[src/rtl/conv_mac_sequencer.sv]
// conv_mac_sequencer: job sequencer that drives the 4-byte dot-product MAC.
// Optional WAIT watchdog is compiled in when CONV_SEQ_TIMEOUT_EN is defined.
module conv_mac_sequencer #(
    parameter int ADDR_WIDTH     = 8,
    parameter int CNT_WIDTH      = 8,
    parameter int TIMEOUT_CYCLES = 64
) (
    input  logic                  clk,
    input  logic                  rst,
    input  logic                  cfg_start,
    input  logic [ADDR_WIDTH-1:0] cfg_in_base,
    input  logic [ADDR_WIDTH-1:0] cfg_k_base,
    input  logic [ADDR_WIDTH-1:0] cfg_out_base,
    input  logic [CNT_WIDTH-1:0]  cfg_count,
    input  logic [ADDR_WIDTH-1:0] cfg_stride,
    output logic                  busy,
    output logic                  done,
    output logic                  err,
    output logic [CNT_WIDTH-1:0]  produced,
    output logic                  mac_start,
    input  logic                  mac_done,
    output logic                  mac_clr,
    output logic [ADDR_WIDTH-1:0] mac_a_addr,
    output logic [ADDR_WIDTH-1:0] mac_k_addr,
    output logic [ADDR_WIDTH-1:0] mac_out_addr
);

    typedef enum logic [2:0] {
        S_IDLE,
        S_ISSUE,
        S_WAIT,
        S_CLEAR,
        S_FINISH
    } state_t;

    if (TIMEOUT_CYCLES < 1) begin : g_bad_timeout
        $error("TIMEOUT_CYCLES must be positive");
    end

    state_t                state_q, state_d;
    logic                  busy_q, busy_d;
    logic                  done_q, done_d;
    logic                  err_q, err_d;
    logic [CNT_WIDTH-1:0]  produced_q, produced_d;
    logic [CNT_WIDTH-1:0]  count_q, count_d;
    logic [ADDR_WIDTH-1:0] stride_q, stride_d;
    logic                  mac_start_q, mac_start_d;
    logic                  mac_clr_q, mac_clr_d;
    logic [ADDR_WIDTH-1:0] a_addr_q, a_addr_d;
    logic [ADDR_WIDTH-1:0] k_addr_q, k_addr_d;
    logic [ADDR_WIDTH-1:0] out_addr_q, out_addr_d;
    logic [CNT_WIDTH-1:0]  produced_inc;

`ifdef CONV_SEQ_TIMEOUT_EN
    localparam int TW = $clog2(TIMEOUT_CYCLES + 1);
    logic [TW-1:0] wcnt_q, wcnt_d;
`endif

    assign produced_inc = produced_q + 1'b1;

    // Next-state and next-output computation for the job sequencer.
    always_comb begin
        state_d     = state_q;
        busy_d      = busy_q;
        done_d      = 1'b0;
        err_d       = err_q;
        produced_d  = produced_q;
        count_d     = count_q;
        stride_d    = stride_q;
        mac_start_d = 1'b0;
        mac_clr_d   = 1'b0;
        a_addr_d    = a_addr_q;
        k_addr_d    = k_addr_q;
        out_addr_d  = out_addr_q;
`ifdef CONV_SEQ_TIMEOUT_EN
        wcnt_d      = wcnt_q;
`endif
        unique case (state_q)
            S_IDLE: begin
                if (cfg_start) begin
                    produced_d = '0;
                    if (cfg_count != '0) begin
                        count_d     = cfg_count;
                        stride_d    = cfg_stride;
                        a_addr_d    = cfg_in_base;
                        k_addr_d    = cfg_k_base;
                        out_addr_d  = cfg_out_base;
                        err_d       = 1'b0;
                        busy_d      = 1'b1;
                        mac_start_d = 1'b1;
                        state_d     = S_ISSUE;
                    end else begin
                        done_d = 1'b1;
                    end
                end
            end
            S_ISSUE: begin
`ifdef CONV_SEQ_TIMEOUT_EN
                wcnt_d  = '0;
`endif
                state_d = S_WAIT;
            end
            S_WAIT: begin
                if (mac_done) begin
                    mac_clr_d = 1'b1;
                    state_d   = S_CLEAR;
                end
`ifdef CONV_SEQ_TIMEOUT_EN
                else if (wcnt_q == TW'(TIMEOUT_CYCLES - 1)) begin
                    err_d     = 1'b1;
                    mac_clr_d = 1'b1;
                    state_d   = S_CLEAR;
                end else begin
                    wcnt_d = wcnt_q + 1'b1;
                end
`endif
            end
            S_CLEAR: begin
                // err_q is only set here by a watchdog abort of this job.
                if (err_q) begin
                    busy_d  = 1'b0;
                    done_d  = 1'b1;
                    state_d = S_FINISH;
                end else begin
                    produced_d = produced_inc;
                    a_addr_d   = a_addr_q + stride_q;
                    out_addr_d = out_addr_q + 1'b1;
                    if (produced_inc == count_q) begin
                        busy_d  = 1'b0;
                        done_d  = 1'b1;
                        state_d = S_FINISH;
                    end else begin
                        mac_start_d = 1'b1;
                        state_d     = S_ISSUE;
                    end
                end
            end
            S_FINISH: begin
                state_d = S_IDLE;
            end
            default: begin
                state_d = S_IDLE;
            end
        endcase
    end

    // State and registered outputs, cleared asynchronously by rst.
    always_ff @(posedge clk or posedge rst) begin
        if (rst) begin
            state_q     <= S_IDLE;
            busy_q      <= 1'b0;
            done_q      <= 1'b0;
            err_q       <= 1'b0;
            produced_q  <= '0;
            count_q     <= '0;
            stride_q    <= '0;
            mac_start_q <= 1'b0;
            mac_clr_q   <= 1'b0;
            a_addr_q    <= '0;
            k_addr_q    <= '0;
            out_addr_q  <= '0;
`ifdef CONV_SEQ_TIMEOUT_EN
            wcnt_q      <= '0;
`endif
        end else begin
            state_q     <= state_d;
            busy_q      <= busy_d;
            done_q      <= done_d;
            err_q       <= err_d;
            produced_q  <= produced_d;
            count_q     <= count_d;
            stride_q    <= stride_d;
            mac_start_q <= mac_start_d;
            mac_clr_q   <= mac_clr_d;
            a_addr_q    <= a_addr_d;
            k_addr_q    <= k_addr_d;
            out_addr_q  <= out_addr_d;
`ifdef CONV_SEQ_TIMEOUT_EN
            wcnt_q      <= wcnt_d;
`endif
        end
    end

    assign busy         = busy_q;
    assign done         = done_q;
    assign err          = err_q;
    assign produced     = produced_q;
    assign mac_start    = mac_start_q;
    assign mac_clr      = mac_clr_q;
    assign mac_a_addr   = a_addr_q;
    assign mac_k_addr   = k_addr_q;
    assign mac_out_addr = out_addr_q;

endmodule

[config.mk]
export PLATFORM = sky130hd
export DESIGN_NAME = conv_mac_sequencer
export DESIGN_NICKNAME = d
export VERILOG_FILES = /design/src/rtl/conv_mac_sequencer.sv
export SDC_FILE = /design/constraint.sdc
export NUM_CORES = 1
export LEC_CHECK = 0
export ABC_AREA = 1
export ABC_CLOCK_PERIOD_IN_PS = 1800
export CAP_MARGIN = 5
export CORE_MARGIN = 8
export CORE_UTILIZATION = 44
export DETAILED_ROUTE_END_ITERATION = 12
export GPL_TIMING_DRIVEN = 1
export PLACE_DENSITY = 0.76
export SYNTH_ARGS = -nofsm -noshare
export SYNTH_HDL_FRONTEND = slang
export SYNTH_SLANG_ARGS = --single-unit
[constraint.sdc]
create_clock -name clk -period 1.8 [get_ports clk]
set_clock_uncertainty 0.05 [all_clocks]
set_input_delay 0.27 -clock clk [delete_from_list [all_inputs] [get_ports clk]]
set_output_delay 0.27 -clock clk [all_outputs]
set_load 0.01 [all_outputs]
# Yosys cells after proc, flatten, opt, wreduce, memory -nomap -nowiden
# Index checks and enable logic that the tools add are counted.
dict set report word_totals {
  register_bits 55
  latch_bits 0
  input_bits 44
  rom_bits 0
  mem_count 0
  wordCells 57
  mem_bits_rw 0
  output_inout_bits 37
}
dict set report classes {
  n_div 0
  n_addsub 3
  n_lt_le_gt_ge 0
  n_mul 0
  n_shift 0
  n_reduce_logical 8
  mux 27
  eq_ne 8
  bitwise 0
}
# operator n
set ops {}
lappend ops {{$pmux 8 s2} 3}
lappend ops {{$mux 8} 5}
lappend ops {{$add 8x1->8 const B} 2}
lappend ops {{$mux 3} 4}
lappend ops {{$pmux 3 s4} 1}
lappend ops {{$mux 1} 11}
lappend ops {{$reduce_and 3->1} 3}
lappend ops {{$add 8x8->8} 1}
lappend ops {{$eq 8x8->1} 1}
lappend ops {{$ne 2x2->1 const B} 4}
lappend ops {{$reduce_bool 8->1} 1}
lappend ops {{$eq 3x2->1 const B} 2}
lappend ops {{$pmux 1 s2} 3}
lappend ops {{$reduce_and 4->1} 1}
lappend ops {{$eq 3x1->1 const B} 1}
lappend ops {{$logic_not 3->1} 1}
lappend ops {{$reduce_and 2->1} 1}
lappend ops {{$reduce_bool 2->1} 1}

# Logic depth before layout (Yosys ltp)
dict set report logic_depth {
  ltp_word 4
  depth_mapped 12
  ltp_nobuf 12
}

# Worst setup path after synthesis
# No wires, ideal clock.
dict set report synth_path {
  kind {register to register}
  from {register a_addr_q[0], in the netlist mac_a_addr[0]}
  to {register a_addr_q[4], in the netlist mac_a_addr[4]}
  t_arrival_ns 1.609
  setup_ns 0.116
  slack_ns 0.025
  synth_period_minus_slack_ns 1.775
  n_path_buf 0
  t_required_ns 1.634
  path_stages_with_launch 11
  path_cell_list {dfrtp_1 ha_1 inv_1 fa_1 inv_1 a31oi_1 and2_1 o21ai_0 o21ai_0 nand2_1 nand2_1}
}
dict set report synth_between {
  elab_chain_len 2
}
# item line_no
set synth_lines {}
lappend synth_lines {{start: declaration} 49} ;# logic [ADDR_WIDTH-1:0] a_addr_q, a_addr_d;
lappend synth_lines {{start signal: assignment} 175} ;# a_addr_q <= a_addr_d;
lappend synth_lines {{$add 8x8->8} 126} ;# a_addr_d = a_addr_q + stride_q;
lappend synth_lines {{$pmux 8 s2} 78} ;# unique case (state_q)
# Every way passes these cells.
# A chain may end at the register's enable or synchronous reset.

# Final worst setup path
dict set report layout_path {
  from {register produced_q[1], in the netlist produced[1]}
  to {register busy_q, in the netlist busy}
}
dict set report layout_between {
  elab_chain_len 4
}
# item line_no
set layout_lines {}
lappend layout_lines {{start: declaration} 44} ;# logic [CNT_WIDTH-1:0] produced_q, produced_d;
lappend layout_lines {{start signal: assignment} 170} ;# produced_q <= produced_d;
lappend layout_lines {{$add 8x1->8} 59} ;# assign produced_inc = produced_q + 1'b1;
lappend layout_lines {{$eq 8x8->1} 128} ;# if (produced_inc == count_q) begin
lappend layout_lines {{$ne 2x2->1 (no source line)} -}
lappend layout_lines {{$reduce_and 4->1 (no source line)} -}
lappend layout_lines {{end signal: assignment} 167} ;# busy_q <= busy_d;
lappend layout_lines {{end: declaration} 41} ;# logic busy_q, busy_d;
# Every way passes these cells.

==> impl_metrics.json <==
{
  "drive_above_1_share": 0.149,
  "drt_iter0_markers": 180,
  "finalNetCount": 571,
  "fin_ws_ps": -23.1,
  "synth_edf_count": 0,
  "cp_data_arrival_time_ps": 1980,
  "place_ws_ps": -199,
  "grtUsageTotal": 0.171,
  "wl_per_cell_um": 13.7,
  "dpl_cell_area_sq_um": 4160,
  "place_inst": 603,
  "core-area_sq_um": 7100,
  "synthTopCellsByArea": "dfrtp_1 44%, nand2_1 16%, inv_1 6.6%",
  "cp_max_fo": 3,
  "yosysWarnings": 0,
  "cts.clk_slew.worst_paths_ps": 100,
  "grt_pass1_wl_mm": 14.0,
  "antennaDiodeCount": 0,
  "wirelength_mm": 8.42,
  "synthArstFlopShare": 1.00,
  "worstRegToRegCells": 9,
  "overflow": 0,
  "hold_viol": 0,
  "htreeDepth": 2,
  "ys_ff_latch": 55,
  "fin_crit_sh": 1.01,
  "fp.dieArea_sq_um": 10100,
  "grt_pass1_vias": 3066,
  "seqCellArea_sq_um": 1380,
  "finalMaxSlewViolations": 0,
  "required_ps": 1950,
  "peakVddDrop_v": 0.000677,
  "clock-sinks": 55,
  "hold_buffers": 0,
  "avgSynthCellArea_sq_um": 7.50,
  "num_vias": 3025,
  "cts_buffers": 5,
  "finalInstanceArea_sq_um": 4430,
  "place_congestion": 0.900,
  "die_h_um": 101,
  "fin_tns_setup_ps": -25.4,
  "yosysUniqueCellTypes": 36,
  "rsz0062_at_grt": "true",
  "syn_inst": 420,
  "clock_tree.buffer_depth": 2,
  "cts_tree": "built",
  "status": "finished with violations",
  "drtAntennaViolNets": 0,
  "drv_cap": 0,
  "max_freq_mhz": 549,
  "grt_max_degree": 56,
  "io_buffers": 79,
  "powerDensity_nw_per_um2": 1710,
  "dp_hpwl_mm": 6.36,
  "syn_area_sq_um": 3150,
  "setup_viol": 2,
  "ys.flop_type": "dfrtp_1",
  "n_fill_cell": 619,
  "drc": 0,
  "p_leak_nw": 2.15,
  "area_growth_pct": 40.7,
  "dr.pass1.iters": 4,
  "fin_cells": 617,
  "yosys.area.top_type": "dfrtp_1",
  "multiInputGateArea_sq_um": 1590,
  "cp-start-kind": "register",
  "clk_latency_ps": 300,
  "synth_top_area_share": 0.437,
  "cp-end-kind": "register",
  "post-route-min-period_ps": 1820,
  "critical_path_class": "register to register",
  "yosysSeqAreaShare": 0.437,
  "antenna_found_initial": 0,
  "yosysMostFrequentCell": "nand2_1",
  "synth_fp_nets": 474,
  "boundaryPins": 81,
  "holdCritPathClass": "primary input to asynchronous set/reset pin",
  "ctsRootBufferMaster": "clkbuf_8",
  "vias_per_cell": 4.90,
  "violations": "setup timing",
  "dieWidth_um": 101,
  "yosys-top-cells-count": "135 x nand2_1, 55 x dfrtp_1, 55 x inv_1, 34 x o21ai_0, 32 x nand3_1",
  "p_total_w": 0.00757,
  "rows": 31,
  "initial_core_util": 0.444
}
==> placed cells by master, fill, tap and decap left out, types with 2 or more instances in the layout <==
master and n:
a21oi_1 9, a31oi_1 2, buf_12 5, buf_4 18
clkbuf_8 5, clkdlybuf4s50_1 78, clkinvlp_4 2, dfrtp_1 52
dfrtp_2 3, ha_1 6, ha_4 2, inv_1 53
inv_2 7, nand2_1 126, nand2_2 8, nand2_4 3
nand3_1 30, nand3_2 2, nand3b_1 3, nand4_1 8
nor2_1 23, nor2_2 5, nor2_4 3, nor4_2 2
o211ai_1 5, o21ai_0 31, o21ai_1 2, o22ai_1 3
or2_2 2, xnor2_1 2, xor2_1 4
==> through the flow <==
stage | util | hold slack [ps]
finish | 0.625 | 254
global route | 0.625 | 311
global placement | 0.586 | 415
CTS | 0.602 | 276
floorplan | - | 326
detailed placement | 0.586 | 428
==> cell families (layout without fill, tap and decap cells) <==
kind of cell / Yosys count / in the layout / share of synthesized area
simple gates: 217 / 217 / 0.297
buf+inv: 72 / 170 / 0.0973
compound gates: 58 / 58 / 0.106
flops: 55 / 55 / 0.437
fa+ha+maj: 10 / 10 / 0.0421
xor+xnor: 7 / 7 / 0.0195
other cells: 1 / 1 / 0.00119
==> power breakdown <==
part           internal, W  total [W]  switching, W
Combinational      0.00216    0.00456       0.00240
Clock             0.000272   0.000682      0.000410
Sequential         0.00181    0.00232      0.000515
Total              0.00424    0.00757       0.00333
==> final timing paths <==
path	start	end	slack [ps]
setup / recovery	produced[1]	busy	-20
hold / removal	rst	mac_k_addr[2]	250
setup reg to reg	produced[1]	busy	-20
hold reg to reg	mac_k_addr[7]	mac_k_addr[7]	450
max in group asynchronous	rst	produced[4]	1170
min in group clk	mac_k_addr[7]	mac_k_addr[7]	450
==> flip-flops by register name, indices dropped and copies added, names as in the netlist, 3 cells and up <==
| signal | flops |
|---|---|
| count_q | 8 |
| mac_a_addr | 8 |
| mac_k_addr | 8 |
| mac_out_addr | 8 |
| produced | 8 |
| stride_q | 8 |
| state_q | 3 |
==> repair_timing <==
action | in CTS | in global routing
resized for setup | 10 | 29
buffers inserted | 0 | 6
endpoints found under the hold margin | 0 | 0
pin swaps | 3 | 13
endpoints found under the setup margin | 4 | 14
==> area by class of cell <==
| class | instances | area share |
|---|---|---|
| timing repair buffer | 102 | 0.232 |
| tap | 99 | 0.0279 |
| inverter | 60 | 0.0508 |
| clock inverter | 3 | 0.00452 |
| sequential | 55 | 0.311 |
| clock buffer | 5 | 0.0155 |
| multi-input combinational | 293 | 0.358 |
==> layer usage <==
layer,track usage,wire length (um),vias up
met5,0,0,-
met4,0.0581,148,0
met3,0.0373,493,10
met2,0.287,4060,88
met1,0.211,3730,1391
li1,-,-,1536
==> critical path: stages (launching register included) <==
cell and delay (ps):
dfrtp_1 430, ha_4 290, xnor2_2 100, nand2_1 80, nor2_2 170, nand3_2 80
nor2_2 120, nand4_1 210, nand2_1 130, inv_1 40
Note: power is estimated with default switching activity, not from simulation.
